## src/rtl/seg_display_scheduler_pkg.sv

```systemverilog
// seg_pkg: shared types, widths and the BCD digit-adjust helper for the display scheduler
package seg_pkg;
  localparam int BIN_W = 12;
  localparam int BCD_DIGITS = 4;
  typedef enum logic [2:0] {IDLE, GRANT, CONV, SHOW, HOLD} state_t;
  typedef logic [BCD_DIGITS-1:0][3:0] bcd_digits_t;
  function automatic logic [3:0] add3(input logic [3:0] n);
    return n >= 4'd5 ? n + 4'd3 : n;
  endfunction
endpackage

```

## src/rtl/seg_display_scheduler_if.sv

```systemverilog
// seg_display_scheduler_if: valid/ready request bus from the value producers
interface seg_display_scheduler_if #(parameter int NUM_REQ = 2);
  logic [NUM_REQ-1:0] req_valid;
  logic [12*NUM_REQ-1:0] req_data;
  logic [NUM_REQ-1:0] req_ready;
  modport master (output req_valid, output req_data, input req_ready);
  modport slave (input req_valid, input req_data, output req_ready);
endinterface

```

## src/rtl/seg_display_scheduler_bin2bcd_seq.sv

```systemverilog
// bin2bcd_seq: shift-add-3 binary to BCD converter, one bit per cycle
module bin2bcd_seq
  import seg_pkg::*;
(
  input  logic             clk,
  input  logic             rst_n,
  input  logic             start,
  input  logic [BIN_W-1:0] bin,
  output logic             done,
  output logic [15:0]      bcd
);
  logic [27:0] sr, nxt;
  logic [3:0] cnt;
  logic active;
  assign nxt = {add3(sr[27:24]), add3(sr[23:20]), add3(sr[19:16]), add3(sr[15:12]), sr[11:0]} << 1;
  // bcd presents the result of the iteration in progress so done and bcd line up on the 12th cycle
  assign bcd = nxt[27:12];
  assign done = active && cnt == 4'd11;
  always_ff @(posedge clk or negedge rst_n) begin
    if (!rst_n) begin
      sr <= '0;
      cnt <= '0;
      active <= 1'b0;
    end else if (start) begin
      sr <= {16'b0, bin};
      cnt <= '0;
      active <= 1'b1;
    end else if (active) begin
      sr <= nxt;
      cnt <= cnt + 4'd1;
      active <= !done;
    end
  end
endmodule

```

## src/rtl/seg_display_scheduler.sv

```systemverilog
// seg_display_scheduler: round-robin sharing of the 4-digit display with BCD conversion and dwell
module seg_display_scheduler
  import seg_pkg::*;
#(
  parameter int NUM_REQ = 2,
  parameter int DWELL_CYCLES = 50_000_000
) (
  input  logic                    clk,
  input  logic                    rst_n,
  seg_display_scheduler_if.slave  req,
  output bcd_digits_t             bcd_out,
  output logic [3:0]              blank_mask,
  output logic                    disp_valid,
  output logic [1:0]              owner,
  output logic                    busy
);
  localparam int CW = DWELL_CYCLES > 1 ? $clog2(DWELL_CYCLES) : 1;
  state_t state, state_nxt;
  logic [1:0] win, last_owner, pick;
  logic [3:0] valid4, mask;
  logic [47:0] data4;
  logic [BIN_W-1:0] sel_data;
  logic [CW-1:0] dwell;
  logic any_req, last_dwell, start, done, found;
  bcd_digits_t conv_bcd;
  assign valid4 = 4'(req.req_valid);
  assign data4 = 48'(req.req_data);
  assign any_req = |valid4;
  assign last_dwell = dwell == '0;
  assign sel_data = win == 2'd0 ? data4[11:0] : win == 2'd1 ? data4[23:12] : win == 2'd2 ? data4[35:24] : data4[47:36];
  // unused requester slots read as zero, so a mod-4 rotation is a correct mod-NUM_REQ rotation
  always_comb begin
    pick = '0;
    found = 1'b0;
    for (int k = 1; k <= 4; k++) begin
      if (!found && valid4[last_owner + 2'(k)]) begin
        found = 1'b1;
        pick = last_owner + 2'(k);
      end
    end
  end
  always_ff @(posedge clk or negedge rst_n) begin
    if (!rst_n) state <= IDLE;
    else state <= state_nxt;
  end
  always_comb begin
    state_nxt = state;
    case (state)
      IDLE, HOLD: state_nxt = any_req ? GRANT : state;
      GRANT:      state_nxt = CONV;
      CONV:       state_nxt = done ? SHOW : CONV;
      SHOW:       state_nxt = last_dwell ? (any_req ? GRANT : HOLD) : SHOW;
      default:    state_nxt = IDLE;
    endcase
  end
  always_comb begin
    busy = state == GRANT || state == CONV;
    start = state == GRANT;
    req.req_ready = start ? NUM_REQ'(1) << win : '0;
  end
  bin2bcd_seq u_conv (
    .clk  (clk),
    .rst_n(rst_n),
    .start(start),
    .bin  (sel_data),
    .done (done),
    .bcd  (conv_bcd)
  );
  always_comb begin
    mask[3] = conv_bcd[3] == 4'd0;
    mask[2] = mask[3] && conv_bcd[2] == 4'd0;
    mask[1] = mask[2] && conv_bcd[1] == 4'd0;
    mask[0] = 1'b0;
  end
  always_ff @(posedge clk or negedge rst_n) begin
    if (!rst_n) begin
      win <= '0;
      last_owner <= 2'(NUM_REQ - 1);
      dwell <= '0;
      bcd_out <= '0;
      blank_mask <= 4'b1110;
      disp_valid <= 1'b0;
      owner <= '0;
    end else begin
      if (state_nxt == GRANT) win <= pick;
      if (start) last_owner <= win;
      if (done) begin
        bcd_out <= conv_bcd;
        blank_mask <= mask;
        disp_valid <= 1'b1;
        owner <= win;
        dwell <= CW'(DWELL_CYCLES - 1);
      end else if (state == SHOW && !last_dwell) begin
        dwell <= dwell - CW'(1);
      end
    end
  end
endmodule

```

## src/flat_wrapper.sv

```systemverilog
// flat-port wrapper written by rule: the top's interface ports become plain ports
module seg_display_scheduler_flat import seg_pkg::*;
#(
  parameter int NUM_REQ = 2,
  parameter int DWELL_CYCLES = 50_000_000
)
  (clk, rst_n, bcd_out, blank_mask, disp_valid, owner, busy, req_req_valid, req_req_data, req_req_ready);
  seg_display_scheduler_if #(.NUM_REQ(NUM_REQ)) req_i ();
  input  logic clk;
  input  logic rst_n;
  output bcd_digits_t bcd_out;
  output logic [3:0] blank_mask;
  output logic disp_valid;
  output logic [1:0] owner;
  output logic busy;
  input wire logic [$bits(req_i.req_valid)-1:0] req_req_valid;
  input wire logic [$bits(req_i.req_data)-1:0] req_req_data;
  output wire logic [$bits(req_i.req_ready)-1:0] req_req_ready;
  assign req_i.req_valid = req_req_valid;
  assign req_i.req_data = req_req_data;
  assign req_req_ready = req_i.req_ready;
  seg_display_scheduler #(.NUM_REQ(NUM_REQ), .DWELL_CYCLES(DWELL_CYCLES)) u_core (.clk(clk), .rst_n(rst_n), .req(req_i), .bcd_out(bcd_out), .blank_mask(blank_mask), .disp_valid(disp_valid), .owner(owner), .busy(busy));
endmodule
```

## config.mk

```make
export PLATFORM = sky130hd
export DESIGN_NAME = seg_display_scheduler_flat
export DESIGN_NICKNAME = d
export VERILOG_FILES = /design/src/rtl/seg_display_scheduler_pkg.sv /design/src/rtl/seg_display_scheduler_if.sv /design/src/rtl/seg_display_scheduler_bin2bcd_seq.sv /design/src/rtl/seg_display_scheduler.sv /design/src/flat_wrapper.sv
export SDC_FILE = /design/constraint.sdc
export NUM_CORES = 1
export LEC_CHECK = 0
export BUFFER_PORTS_ARGS = -buffer_cell sky130_fd_sc_hd__buf_2
export CORE_UTILIZATION = 53
export DETAILED_ROUTE_END_ITERATION = 7
export PLACE_DENSITY = 0.76
export SYNTH_ARGS = -nofsm -noshare
export SYNTH_HDL_FRONTEND = slang
export SYNTH_SLANG_ARGS = --single-unit
```

## constraint.sdc

```tcl
create_clock -name clk -period 1.9 [get_ports clk]
set_input_delay 0.19 -clock clk [delete_from_list [all_inputs] [get_ports clk]]
set_output_delay 0.19 -clock clk [all_outputs]
set_load 0.1 [all_outputs]
```

# After elaboration in Yosys (flattened, before gate mapping)
# Index checks and enable logic that the tools add are counted.
# classes
add_sub_neg	9
multipliers	0
div_mod_pow	0
magnitude_cmp	8
eq_ne	7
shift	1
muxes	35
bitwise_logic	0
n_reduce_logical	23
# ops
operator	n
28-bit 2-to-1 mux	2
26-bit 2-to-1 mux	2
26-bit logical NOT	1
26-bit by 1-bit subtractor with 26-bit output, second input constant	1
12-bit 2-to-1 mux	2
4-bit 2-to-1 mux	5
4-bit by 3-bit >= comparator with 1-bit output, second input constant	4
4-bit by 2-bit adder with 4-bit output, second input constant	3
4-bit logical NOT	3
2-bit by 3-bit < comparator with 1-bit output, second input constant	4
3-bit 2-to-1 mux	4
3-bit one-hot mux with 4 select lines	1
1-bit 2-to-1 mux	10
2-bit 2-to-1 mux	5
1-bit binary-select mux with 2-bit select	4
1-bit logical AND	7
3-bit by 1-bit equality test with 1-bit output, second input constant	2
3-bit by 2-bit equality test with 1-bit output, second input constant	2
1-bit logical NOT	5
2-bit adder, second input constant	2
4-bit by 1-bit adder with 4-bit output, second input constant	1
4-bit equality test, second input constant	1
2-bit nonzero test	2
2-bit OR reduction	2
other kinds (8)	8
# word_totals
regBits	88
latchBits	0
ramBits	0
romBits	0
in_bits	28
output_inout_bits	26
word_cells	97
n_memories	0

# Depth between registers and ports, before layout
# Gate-level depths: netlist of the first run.
# logic_depth
word_depth	13
mapped_depth	9
depth_no_buf	7

# Cells and area by module
# Synthesis of the first run repeated with hierarchy kept, for this count alone.
# hier_totals
hier_cells	477
hier_area_um2	4792.1
# by_module_without_submodules
mod	n_inst	cells_per_inst	area_per_inst_um2	seq_area_each_um2
seg_display_scheduler	1	271	2871.5	1381.3
bin2bcd_seq	1	206	1920.6	825.8

# Worst setup path before layout of the first run
# Ideal clock, no wire load.
# synth_timing
path_kind	register to output
start	register u_core.win[0]
end	output req_req_ready[1]
t_arrival_ns	3.166
required_time_ns	1.710
slack_ns	-1.456
stages_incl_launch_ff	4
n_path_buf	2
cell_sequence	dfrtp_1 > clkbuf_1 > clkbuf_1 > nor3b_1
# synth_between
elab_chain_len	2
# synth_lines
element	line_no	source
from (decl)	seg_display_scheduler.sv:19	logic [1:0] win, last_owner, pick;
from (signal assigned)	seg_display_scheduler.sv:85	if (state_nxt == GRANT) win <= pick;
1-bit by 2-bit left shift with 2-bit output	seg_display_scheduler.sv:59	req.req_ready = start ? NUM_REQ'(1) << win : '0;
2-bit 2-to-1 mux	seg_display_scheduler.sv:59	
to (decl)	flat_wrapper.sv:18	output wire logic [$bits(req_i.req_ready)-1:0] req_req_ready;
# Every way passes these cells.

# Worst setup path in the final report of the first run
# layout_timing
start	register u_core.dwell[14]
end	register u_core.dwell[23]
# layout_between
elab_chain_len	4
elab_cells_between_ends	7
cone_classes	add/sub: 1; mux: 2; reduce/logical: 4
# layout_lines
element	line_no	source
from (decl)	seg_display_scheduler.sv:23	logic [CW-1:0] dwell;
from (signal assigned)	seg_display_scheduler.sv:92	dwell <= CW'(DWELL_CYCLES - 1);
from (signal assigned)	seg_display_scheduler.sv:94	dwell <= dwell - CW'(1);
parallel branches: the longest is 4 deep, another holds 26-bit by 1-bit subtractor with 26-bit output	-	
# Parallel ways; which one is timed is not known. The select of a mux whose other input is x is not followed.
# A chain may end at the register's enable or synchronous reset.

==> summary.md, run 1 <==
| Metric | Value |
|---|---|
| Reg area | `2210 sq um` |
| Drt drc | `0` |
| Core area | `8680 sq um` |
| Routed vias/inst | `5.77` |
| Routed WL per cell | `16.8 microns` |
| Crit. End Element | `register` |
| Vias post-DR | `4169` |
| Fmax achieved | `490 MHz` |
| Worst skew pair latency | `0.37 ns` |
| Post-route setup TNS | `-1.42 ns` |
| Clock sink count | `88` |
| Reg2reg end | `u_core.dwell[23]$_DFFE_PN0P_` |
| Synth Register Bits | `88` |
| Multi-input gate area | `2610 sq um` |
| Fin cells | `723` |
| R2R cell count | `5` |
| Most area-consuming cells after synthesis | `dfrtp_1 45%, nand2_1 5.3%, mux2i_1 5.1%, nor2_1 3.2%, mux2_2 2.9%` |
| Post-DRT Antenna Nets | `0` |
| Synthesis Warnings | `0` |
| Ratio of cells with drive above 1 in the final layout | `37.4%` |
| Final core occ | `72.0%` |
| Most common cell in the synthesized netlist | `dfrtp_1` |
| Unrepaired setup endpoints after global routing | `yes` |
| Period utilization | `107%` |
| Crit path arrival time | `2.26 ns` |
| Diodes inserted | `0` |
| Final max-slew violation count | `0` |
| Worst hold path stage count | `2` |
| CTS tree | `yes` |
| Grt met2 use | `45.8%` |
| Rel. slew slack | `55.9%` |
| DRT Pass-1 Iters | `4` |
| GRT Resource Usage Total | `26.4%` |
| Post-DP HPWL | `7600 microns` |
| FF-to-FF setup slack | `-0.14 ns` |
| CTS Buf Count | `9` |
| Critical Path Source Type | `register` |
| Vias in the first global route | `3935` |
| Area leader, netlist | `dfrtp_1` |
| Clock slew at reported path FFs | `0.09 ns` |
| Area Overhead vs Synth | `32.6%` |
| Routability cong. | `0.857` |
| Post-synth ARST share | `100%` |
| VDD IR-drop max | `1.20 mV` |
| HP Class | `primary input to register` |
| CTS Root Cell | `clkbuf_8` |
| Synth Net Count | `528` |
| WP data required | `2.12 ns` |
| Chip height | `96.3 microns` |
| GRT busiest layer | `met2` |
| Hold Startpoint | `req_req_valid[0]` |
| Post-Route WL | `12100 microns` |
| Grt ovf | `0` |
| EDFF count, synth | `0` |
| Status | `complete, but fails checks` |
| DRT iter0 DRCs | `218` |
| Clk_skew | `0.0133 ns` |
| Met1 Track Usage GR | `32.8%` |
| Worst setup margin | `-0.139 ns` |
| Violated checks | `negative setup slack` |
| Max Cap Viol | `0` |
| Hold Path Sink | `u_core.state[2]$_DFF_PN0_` |
| Antenna violations before repair | `0` |
| Setup Viol. Count Final | `24` |
| Total Power | `11.7 mW` |
| Dpl ws | `-0.189 ns` |
| Worst Max-Slew Pin Slew | `0.662 ns` |
| Synthesized area | `4710 sq um` |
| Static leakage | `2.90 nW` |
| Hold Vio Cnt, Final | `0` |
| Initial core utilization | `54.3%` |
| I/O pins | `54` |
| Synth Instances | `490` |
| Post-Place Cells | `678` |
| Min cycle time layout | `2.04 ns` |
| Synth unique cells | `61` |
| Final #Nets | `648` |
| Yosys top cell area share | `44.6%` |
| Global-route wire length before repair | `18500 microns` |
| Row cnt | `34` |
| I/O Buffers | `52` |
| Dominant synthesized flop cell | `dfrtp_1` |
| PwrDens | `1880 nW/um^2` |
| Clock Tree Buf Depth | `2` |
| Htree depth | `3` |
| Crit-path max FO | `7` |
| Die X | `96.3 microns` |
| CP Class | `register to register` |
| Pin count of the biggest net entering global routing | `53` |
| DIE AREA | `9280 sq um` |
| Fill cells | `633` |
| Sequential cell area fraction in the yosys report | `46.8%` |
| M3 GR Usage | `4.98%` |
| Top cells by count, synth | `84 x dfrtp_1, 67 x nand2_1, 40 x nor2_1, 26 x o21ai_0, 24 x mux2i_1` |
| FF-to-FF Start | `u_core.dwell[14]$_DFFE_PN0P_` |
| Avg Cell Area, Syn | `9.62 sq um` |
-- routing by layer --
layer | part of all wire [%] | vias up
li1 | - | 1988
met1 | 42 | 2069
met2 | 52 | 89
met3 | 3.5 | 23
met4 | 1.8 | 0
met5 | 0 | -
-- stage by stage --
| step | hold slack, ns | cell area (sq um) |
|---|---|---|
| floorplan | -0.106 | 4740 |
| global placement | 0.132 | 5500 |
| detailed placement | 0.132 | 5500 |
| CTS | 0.0176 | 5900 |
| global route | 0.0449 | 6250 |
| finish | 0.0494 | 6250 |
-- cell usage in the layout, fill, tap and decap left out, types with 4 or more instances in the layout --
cell type / synthesis / layout
nor4_4: 1 / 4
dfrtp_1: 84 / 81
clkbuf_8: 0 / 11
nand4_1: 4 / 4
inv_2: 0 / 4
nor4_1: 7 / 6
nor2_1: 40 / 36
o21ai_1: 5 / 8
a31oi_1: 4 / 4
a211oi_1: 10 / 8
nand2b_1: 5 / 4
and2_1: 8 / 8
nor2b_1: 4 / 4
buf_4: 1 / 76
inv_1: 14 / 10
ha_1: 10 / 7
mux2_2: 12 / 12
xnor2_1: 8 / 8
a21oi_1: 22 / 16
a21oi_2: 0 / 5
nand2_1: 67 / 65
nor3_1: 10 / 6
dfstp_2: 4 / 4
o21ai_0: 26 / 22
or4_1: 6 / 5
nand3_1: 6 / 5
buf_12: 0 / 5
and4_1: 6 / 6
mux2i_1: 24 / 22
o22ai_1: 11 / 11
o31ai_1: 6 / 5
buf_2: 2 / 49
nor3b_1: 8 / 5
buf_6: 2 / 4
or3_1: 7 / 7
-- kinds of logic after synthesis --
kind of cell    Yosys count  synth area share (%)
compound gates          101                  13.1
xor+xnor                 10                  1.86
fa+ha+maj                10                  2.65
buf+inv                  43                  3.87
flops                    88                  46.8
mux                      36                  7.96
other cells               1                0.0795
simple gates            201                  23.7
-- area by class of cell --
class                           count  share of cell area [%]
Clock buffer                       12                    2.48
Clock inverter                      4                   0.841
Inverter                           14                   0.841
Multi-Input combinational cell    359                    41.7
Sequential cell                    88                    35.4
Tap cell                          108                    2.16
Timing Repair Buffer              138                    16.6
-- worst max-delay path by stage --
| stage | from | endpoint | depth (start not counted) |
|---|---|---|---|
| after floorplan | u_core.win[0]$_DFFE_PN0N_ | req_req_ready[1] | 3 |
| after global placement | u_core.dwell[0]$_DFFE_PN0P_ | u_core.dwell[13]$_DFFE_PN0P_ | 7 |
| after detailed placement | u_core.dwell[0]$_DFFE_PN0P_ | u_core.dwell[14]$_DFFE_PN0P_ | 7 |
| after CTS | u_core.dwell[14]$_DFFE_PN0P_ | u_core.dwell[25]$_DFFE_PN0P_ | 5 |
| after global routing | u_core.dwell[14]$_DFFE_PN0P_ | u_core.dwell[7]$_DFFE_PN0P_ | 9 |
| final | u_core.dwell[14]$_DFFE_PN0P_ | u_core.dwell[23]$_DFFE_PN0P_ | 5 |
-- worst max-delay path: stages, from the launching register on --
cell and delay, ns:
dfrtp_1 0.39, or4_4 0.54, or3_4 0.36, nor3_4 0.29, and4_1 0.25, o21ai_1 0.07
-- report_power, final --
group          switching [mW]  internal, mW
Clock                   0.688         0.683
Combinational            4.16          2.75
Sequential              0.760          2.68
Total                    5.61          6.11
-- timing repair --
action / 4_1_cts / 5_1_grt
hold buffers: 1 / 0
gates resized for setup: 17 / 51
pin swaps: 5 / 12
endpoints found under the setup margin: 30 / 39
gates cloned: 0 / 3
endpoints found under the hold margin: 22 / 0
setup buffers: 13 / 12
-- state kept, by name, summed over array words and instances, names as in the netlist, 3 cells and up --
register           cells
u_core.blank_mask      3
u_core.u_conv.cnt      4
u_core.bcd_out        16
u_core.state           3
u_core.dwell          26
u_core.u_conv.sr      28
Note: power is estimated with default switching activity, not from simulation.
==> run 2, diff against run 1 <==
--- a/config.mk
+++ b/config.mk
@@ -6,7 +6,7 @@
 export NUM_CORES = 1
 export LEC_CHECK = 0
 export BUFFER_PORTS_ARGS = -buffer_cell sky130_fd_sc_hd__buf_2
-export CORE_UTILIZATION = 53
+export CORE_UTILIZATION = 55
 export DETAILED_ROUTE_END_ITERATION = 7
 export PLACE_DENSITY = 0.76
 export SYNTH_ARGS = -nofsm -noshare
==> constraint.sdc (replaced) <==
create_clock -name clk -period 2.3 [get_ports clk]
set_input_delay 0.23 -clock clk [delete_from_list [all_inputs] [get_ports clk]]
set_output_delay 0.23 -clock clk [all_outputs]
set_load 0.1 [all_outputs]
==> run 2 against run 1 <==
The run now ends clean. Via count is 10% lower. Highest routed layer unchanged. Sequential share of layout area rose by 5.7 points. Core utilization fell by 7.0 points. Design area down 14%. Clock skew decreased by 0.0044 ns. First-iteration DRC count rose by 0.92%.
==> summary.md, run 2 (synthesis results as in run 1) <==
| Metric | Value |
|---|---|
| Status | `complete, no violations` |
| Crit. Startpoint | `u_core.dwell[3]$_DFFE_PN0P_` |
| Routed vias/inst | `5.77 (+0.15%)` |
| Htree depth | `3 (unchanged)` |
| Post-Route WL | `10000 microns (-18%)` |
| Reg area | `2210 sq um (-0.17%)` |
| Clk_skew | `0.00893 ns (-0.00439 ns)` |
| Buf/Inv on CP | `0 (unchanged)` |
| Dpl ws | `0.159 ns (+0.348 ns)` |
| Period utilization | `91.6% (-16 points)` |
| Static leakage | `2.49 nW (-14%)` |
| Reg2reg end | `u_core.win[1]$_DFFE_PN0N_` |
| Net Sw Power | `4.09 mW (-27%)` |
| Row cnt | `33 (-2.9%)` |
| Vias in the first global route | `3641 (-7.5%)` |
| FF-to-FF Start | `u_core.dwell[3]$_DFFE_PN0P_` |
| DRT Pass-1 Iters | `4 (unchanged)` |
| CTS Root Cell | `clkbuf_8` |
| Rel. slew slack | `63.6% (+7.7 points)` |
| Crit path depth | `5 (unchanged)` |
| I/O pins | `54 (unchanged)` |
| Routed WL per cell | `15.4 microns (-8.0%)` |
| WP data required | `2.56 ns (+0.44 ns)` |
| Routability cong. | `0.845 (-1.4%)` |
| Chip height | `94.6 microns (-1.8%)` |
| Global-route wire length before repair | `17100 microns (-7.6%)` |
| Post-DP HPWL | `6800 microns (-10%)` |
| R2R cell count | `5 (unchanged)` |
| Top flop regs | `u_core.u_conv.sr: 28 flops, u_core.dwell: 26 flops, u_core.bcd_out: 16 flops` |
| Worst Max-Slew Pin Slew | `0.546 ns (-0.115 ns)` |
| Max Cap Viol | `0 (unchanged)` |
| Post-Place Cells | `631 (-6.9%)` |
| Multi-input gate area | `2340 sq um (-10%)` |
| Clk pwr share | `15.6% (+3.9 points)` |
| Crit path arrival time | `2.37 ns (+0.11 ns)` |
| Fill cells | `667 (+5.4%)` |
| Slowest stage delay, CP | `0.53 ns (about the same)` |
| Diodes inserted | `0 (unchanged)` |
| Register share of total power | `34.0% (+4.7 points)` |
| Reg with most FFs | `u_core.u_conv.sr` |
| DIE AREA | `8950 sq um (-3.6%)` |
| Crit-path slowest cell | `nor4_4` |
| GRT Resource Usage Total | `24.4% (-2.0 points)` |
| Fmax achieved | `475 MHz (-3.2%)` |
| Vias post-DR | `3742 (-10%)` |
| Most frequent cells in the layout | `84 x dfrtp_1, 67 x nand2_1, 51 x buf_2` |
| CP delay by family, top | `simple AND/OR/NAND/NOR gates` |
| Post-DRT Antenna Nets | `0 (unchanged)` |
| Worst skew pair latency | `0.36 ns (about the same)` |
| CTS Buf Count | `9 (unchanged)` |
| Ratio of cells with drive above 1 in the final layout | `21.2% (-16 points)` |
| Crit-path max FO | `8 (+1)` |
| HP Class | `primary input to register` |
| FF-to-FF setup slack | `0.19 ns (+0.33 ns)` |
| PwrDens | `1570 nW/um^2 (-16%)` |
| Clock Tree Buf Depth | `2 (unchanged)` |
| Fin cells | `648 (-10%)` |
| Area Overhead vs Synth | `13.9%` |
| Critical Path Source Type | `register` |
| Sw Share | `48.6% (+0.75 points)` |
| Pin count of the biggest net entering global routing | `53 (unchanged)` |
| Unrepaired setup endpoints after global routing | `no` |
| Core area | `8260 sq um (-4.8%)` |
| Crit. End Element | `register` |
| Clock sink count | `88 (unchanged)` |
| Final #Nets | `576 (-11%)` |
| CTS tree | `yes` |
| Drt drc | `0 (unchanged)` |
| Clock slew at reported path FFs | `0.09 ns (about the same)` |
| VDD IR-drop max | `0.925 mV (-23%)` |
| Worst setup margin | `0.193 ns (+0.332 ns)` |
| Setup Viol. Count Final | `0 (-100%)` |
| Max FFs per register | `28 (unchanged)` |
| Grt ovf | `0 (unchanged)` |
| Int Pwr | `4.32 mW (-29%)` |
| Combinational power share | `50.4% (-8.6 points)` |
| DRT iter0 DRCs | `220 (+0.92%)` |
| Most common cell after layout, fill and taps aside | `dfrtp_1` |
| Final max-slew violation count | `0 (unchanged)` |
| Post-route setup TNS | `0 ns (+1.42 ns)` |
| I/O Buffers | `52 (unchanged)` |
| Post-CTS setup buffers | `0 (-13)` |
| Initial core utilization | `57.1% (+2.8 points)` |
| Hold Vio Cnt, Final | `0 (unchanged)` |
| Min cycle time layout | `2.11 ns (+0.0676 ns)` |
| Critical path cell sequence | `nor4_4, nand2_1, o31ai_1, o21ai_0, and2_1` |
| Antenna violations before repair | `0 (unchanged)` |
| CP Class | `register to register` |
| CP endpoint | `u_core.win[1]$_DFFE_PN0N_` |
| Die X | `94.6 microns (-1.8%)` |
## run 2: changes by cell type in the layout (fill, tap and decap cells not counted), sizes merged
cell,before,now
bufinv,1,3
clkbuf,14,11
buf,135,65
clkinv,3,2
## run 2: worst min-delay path by stage
| stage | from | to | slack [ns] | cells past startpoint |
|---|---|---|---|---|
| finish | req_req_valid[0] | u_core.state[2]$_DFF_PN0_ | 0.08 | 2 |
| global route | req_req_valid[0] | u_core.state[2]$_DFF_PN0_ | 0.09 | 2 |
| CTS | req_req_valid[0] | u_core.state[2]$_DFF_PN0_ | 0.08 | 2 |
| detailed placement | rst_n | u_core.dwell[8]$_DFFE_PN0P_ | 0.06 | 1 |
| global placement | rst_n | u_core.dwell[5]$_DFFE_PN0P_ | 0.06 | 1 |
| floorplan | rst_n | u_core.bcd_out[0]$_DFFE_PN0P_ | -0.07 | 0 |
## run 2: layout make-up
type,count,area share (%)
sequential,88,41.1
tap,105,2.45
inverter,14,0.978
timing repair buffer,66,7.36
clock buffer,11,2.63
multi-input combinational,359,43.6
clock inverter,5,1.93
## run 2: worst reg2reg max path, delay by kind of cell (launching register included)
family	cells	cell delay, ns
flops	1	0.47
compound gates	2	0.62
simple gates	3	0.92
## run 2: per-stage QoR
step | total power [mW] | area (sq um) | hold WS (ns) | utilization (%)
floorplan | 6.21 | 4720 | -0.0656 | -
global route | 8.97 | 5370 | 0.0894 | 65.0
CTS | 8.43 | 5370 | 0.0750 | 65.0
finish | 8.41 | 5370 | 0.0807 | 65.0
global placement | 6.93 | 5110 | 0.0626 | 61.9
detailed placement | 7.10 | 5110 | 0.0638 | 61.9
## run 2: what timing repair did
item	4_1_cts	5_1_grt
hold buffers	1	0
endpoints found under the hold margin	47	0
resized for setup	0	2
setup endpoints to repair	0	3
## run 2: power by group through the flow
stage | clock network (mW) | logic (mW) | registers (mW)
after global routing | 1.39 | 4.63 | 2.95
after detailed placement | 0 | 4.22 | 2.87
after floorplan | 0 | 2.49 | 3.71
after CTS | 1.33 | 4.26 | 2.85
final | 1.31 | 4.24 | 2.86
after global placement | 0 | 4.10 | 2.83
## run 2: routing by layer
layer	GRT usage [%]	wire [microns]	part of all wire, %
met1	31.9	4550	45
met2	41.1	5010	50
met3	3.30	299	3.0
met4	9.85	153	1.5
met5	0	0	0
==> run 3, diff against run 2 <==
==> constraint.sdc (replaced) <==
create_clock -name clk -period 2.08 [get_ports clk]
set_input_delay 0.208 -clock clk [delete_from_list [all_inputs] [get_ports clk]]
set_output_delay 0.208 -clock clk [all_outputs]
set_load 0.1 [all_outputs]
==> run 3 against run 2 <==
Hold slack got worse by 0.014 ns. Core utilization rose by 1.9 points. Total power rose by 11%. First-iteration DRC count rose by 8.6%. Final cell count rose by 2.2%. Global-route usage rose by 0.15 points. Non-clock buffer count rose by 14. Combinational power rose by 17%. Worst setup slack got worse by 0.11 ns.
==> summary.md, run 3 (synthesis results as in run 1) <==
| Metric | Value |
|---|---|
| Total Power | `9.37 mW (+11%)` |
| Diodes inserted | `0 (unchanged)` |
| DIE AREA | `8950 sq um (unchanged)` |
| Worst setup margin | `0.0852 ns (-0.108 ns)` |
| Routability cong. | `0.864 (+2.2%)` |
| Grt ovf | `0 (unchanged)` |
| Rel. slew slack | `48.5% (-15 points)` |
| Reg with most FFs | `u_core.u_conv.sr` |
| Vias in the first global route | `3606 (-0.96%)` |
| CP Class | `register to register` |
| Final #Nets | `590 (+2.4%)` |
| Row cnt | `33 (unchanged)` |
| CTS tree | `yes` |
| Min cycle time layout | `1.99 ns (-0.112 ns)` |
| Worst skew pair latency | `0.35 ns (about the same)` |
| Pin count of the biggest net entering global routing | `53 (unchanged)` |
| GRT Resource Usage Total | `24.6% (+0.15 points)` |
| Global-route wire length before repair | `17000 microns (-0.25%)` |
| Clk_skew | `0.0128 ns (+0.00382 ns)` |
| Hold Vio Cnt, Final | `0 (unchanged)` |
| WP data required | `2.36 ns (-0.20 ns)` |
| Static leakage | `2.55 nW (+2.4%)` |
| Fmax achieved | `501 MHz (+5.6%)` |
| Status | `complete, no violations` |
| Crit. End Element | `register` |
| CTS Buf Count | `9 (unchanged)` |
| Clock Tree Buf Depth | `2 (unchanged)` |
| Most frequent cells in the layout | `80 x dfrtp_1, 67 x nand2_1, 50 x buf_2` |
| Antenna violations before repair | `0 (unchanged)` |
| Crit path arrival time | `2.28 ns (-0.09 ns)` |
| Routed WL per cell | `15.5 microns (+0.58%)` |
| GRT busiest layer | `met2` |
| DRT Pass-1 Iters | `5 (+1)` |
| M3 GR Usage | `5.07% (+1.8 points)` |
| Post-DP HPWL | `7120 microns (+4.6%)` |
| Top flop regs | `u_core.u_conv.sr: 28 flops, u_core.dwell: 26 flops, u_core.bcd_out: 16 flops` |
| Max FFs per register | `28 (unchanged)` |
| I/O pins | `54 (unchanged)` |
| Met1 Track Usage GR | `32.2% (+0.28 points)` |
| Dpl ws | `-0.0194 ns (-0.178 ns)` |
| Routed vias/inst | `5.84 (+1.1%)` |
| Post-DRT Antenna Nets | `0 (unchanged)` |
| DRT iter0 DRCs | `239 (+8.6%)` |
| Setup Viol. Count Final | `0 (unchanged)` |
| Core area | `8260 sq um (unchanged)` |
| HP Class | `primary input to register` |
| Post-route setup TNS | `0 ns (unchanged)` |
| Chip height | `94.6 microns (unchanged)` |
| Vias post-DR | `3864 (+3.3%)` |
| Critical Path Source Type | `register` |
| Htree depth | `3 (unchanged)` |
| Clock sink count | `88 (unchanged)` |
| Clock slew at reported path FFs | `0.09 ns (about the same)` |
| Grt met2 use | `42.1% (+1.0 points)` |
| Die X | `94.6 microns (unchanged)` |
| I/O Buffers | `52 (unchanged)` |
| Final max-slew violation count | `0 (unchanged)` |
| CTS Root Cell | `clkbuf_8` |
| Period utilization | `95.9% (+4.3 points)` |
| Max Cap Viol | `0 (unchanged)` |
| Ratio of cells with drive above 1 in the final layout | `25.7% (+4.5 points)` |
| PwrDens | `1700 nW/um^2 (+8.2%)` |
| Worst Max-Slew Pin Slew | `0.773 ns (+0.227 ns)` |
| Area Overhead vs Synth | `17.2%` |
| Post-Route WL | `10300 microns (+2.8%)` |
| Most common cell after layout, fill and taps aside | `dfrtp_1` |
| Drt drc | `0 (unchanged)` |
| Initial core utilization | `57.1% (unchanged)` |
| VDD IR-drop max | `1.09 mV (+18%)` |
| Crit-path max FO | `4 (-4)` |
==> run 3: through the flow <==
step | cells | utilization [%] | hold slack, ns | cell area, sq um
after detailed placement | 640 | 62.9 | 0.215 | 5200
final | 662 | 66.9 | 0.0663 | 5530
after global placement | 640 | 62.9 | 0.211 | 5200
after global routing | 662 | 66.9 | 0.0579 | 5530
after CTS | 657 | 65.5 | 0.0576 | 5410
after floorplan | 490 | - | -0.0876 | 4740
==> run 3: final cells by class <==
| cell class | instances | area [sq um] |
|---|---|---|
| clock buffers | 14 | 163 |
| well taps | 105 | 131 |
| inverters | 14 | 52.6 |
| clock inverters | 2 | 37.5 |
| multi-input cells | 359 | 2420 |
| repair buffers | 80 | 507 |
| fillers | 683 | 2730 |
| flip-flops and latches | 88 | 2210 |
==> run 3: worst paths after layout <==
check / start / endpoint / slack, ns / depth (start not counted)
worst min register to register: u_core.last_owner[0]$_DFFE_PN1P_ / u_core.last_owner[0]$_DFFE_PN1P_ / 0.46 / 2
max in group asynchronous: rst_n / u_core.blank_mask[2]$_DFFE_PN1P_ / 1.04 / 3
worst max register to register: u_core.dwell[14]$_DFFE_PN0P_ / u_core.dwell[17]$_DFFE_PN0P_ / 0.09 / 4
worst max-delay path: u_core.dwell[14]$_DFFE_PN0P_ / u_core.dwell[17]$_DFFE_PN0P_ / 0.09 / 4
worst min-delay path: req_req_valid[0] / u_core.state[2]$_DFF_PN0_ / 0.07 / 2
min in group asynchronous: rst_n / u_core.bcd_out[5]$_DFFE_PN0P_ / 0.35 / 2
==> run 3: where the power goes <==
part | total, mW | internal (mW) | leakage, nW | switching [mW]
logic | 4.95 | 1.68 | 1.36 | 3.27
clock network | 1.20 | 0.624 | 0.0969 | 0.580
registers | 3.21 | 2.45 | 1.09 | 0.766
total | 9.37 | 4.75 | 2.55 | 4.62
==> run 3: critical path, cell delays in order, from the launching register on <==
cell     delay, ns
dfrtp_2       0.43
or4_4         0.54
or3_4         0.36
nor4_1        0.38
mux2i_1       0.22
==> run 3: routing by layer <==
metal  vias to the layer above  part of all wire, %
met5                         -                    0
met4                         0                  1.0
met3                        12                  3.3
met2                        81                   52
met1                      1900                   44
li1                       1871                    -
==> run 3: timing repair <==
item | CTS | global route
pin swaps | 0 | 4
setup endpoints to repair | 2 | 26
resized for setup | 1 | 18
hold buffers | 1 | 0
setup buffers | 0 | 5
endpoints found under the hold margin | 36 | 0
cloned | 0 | 0
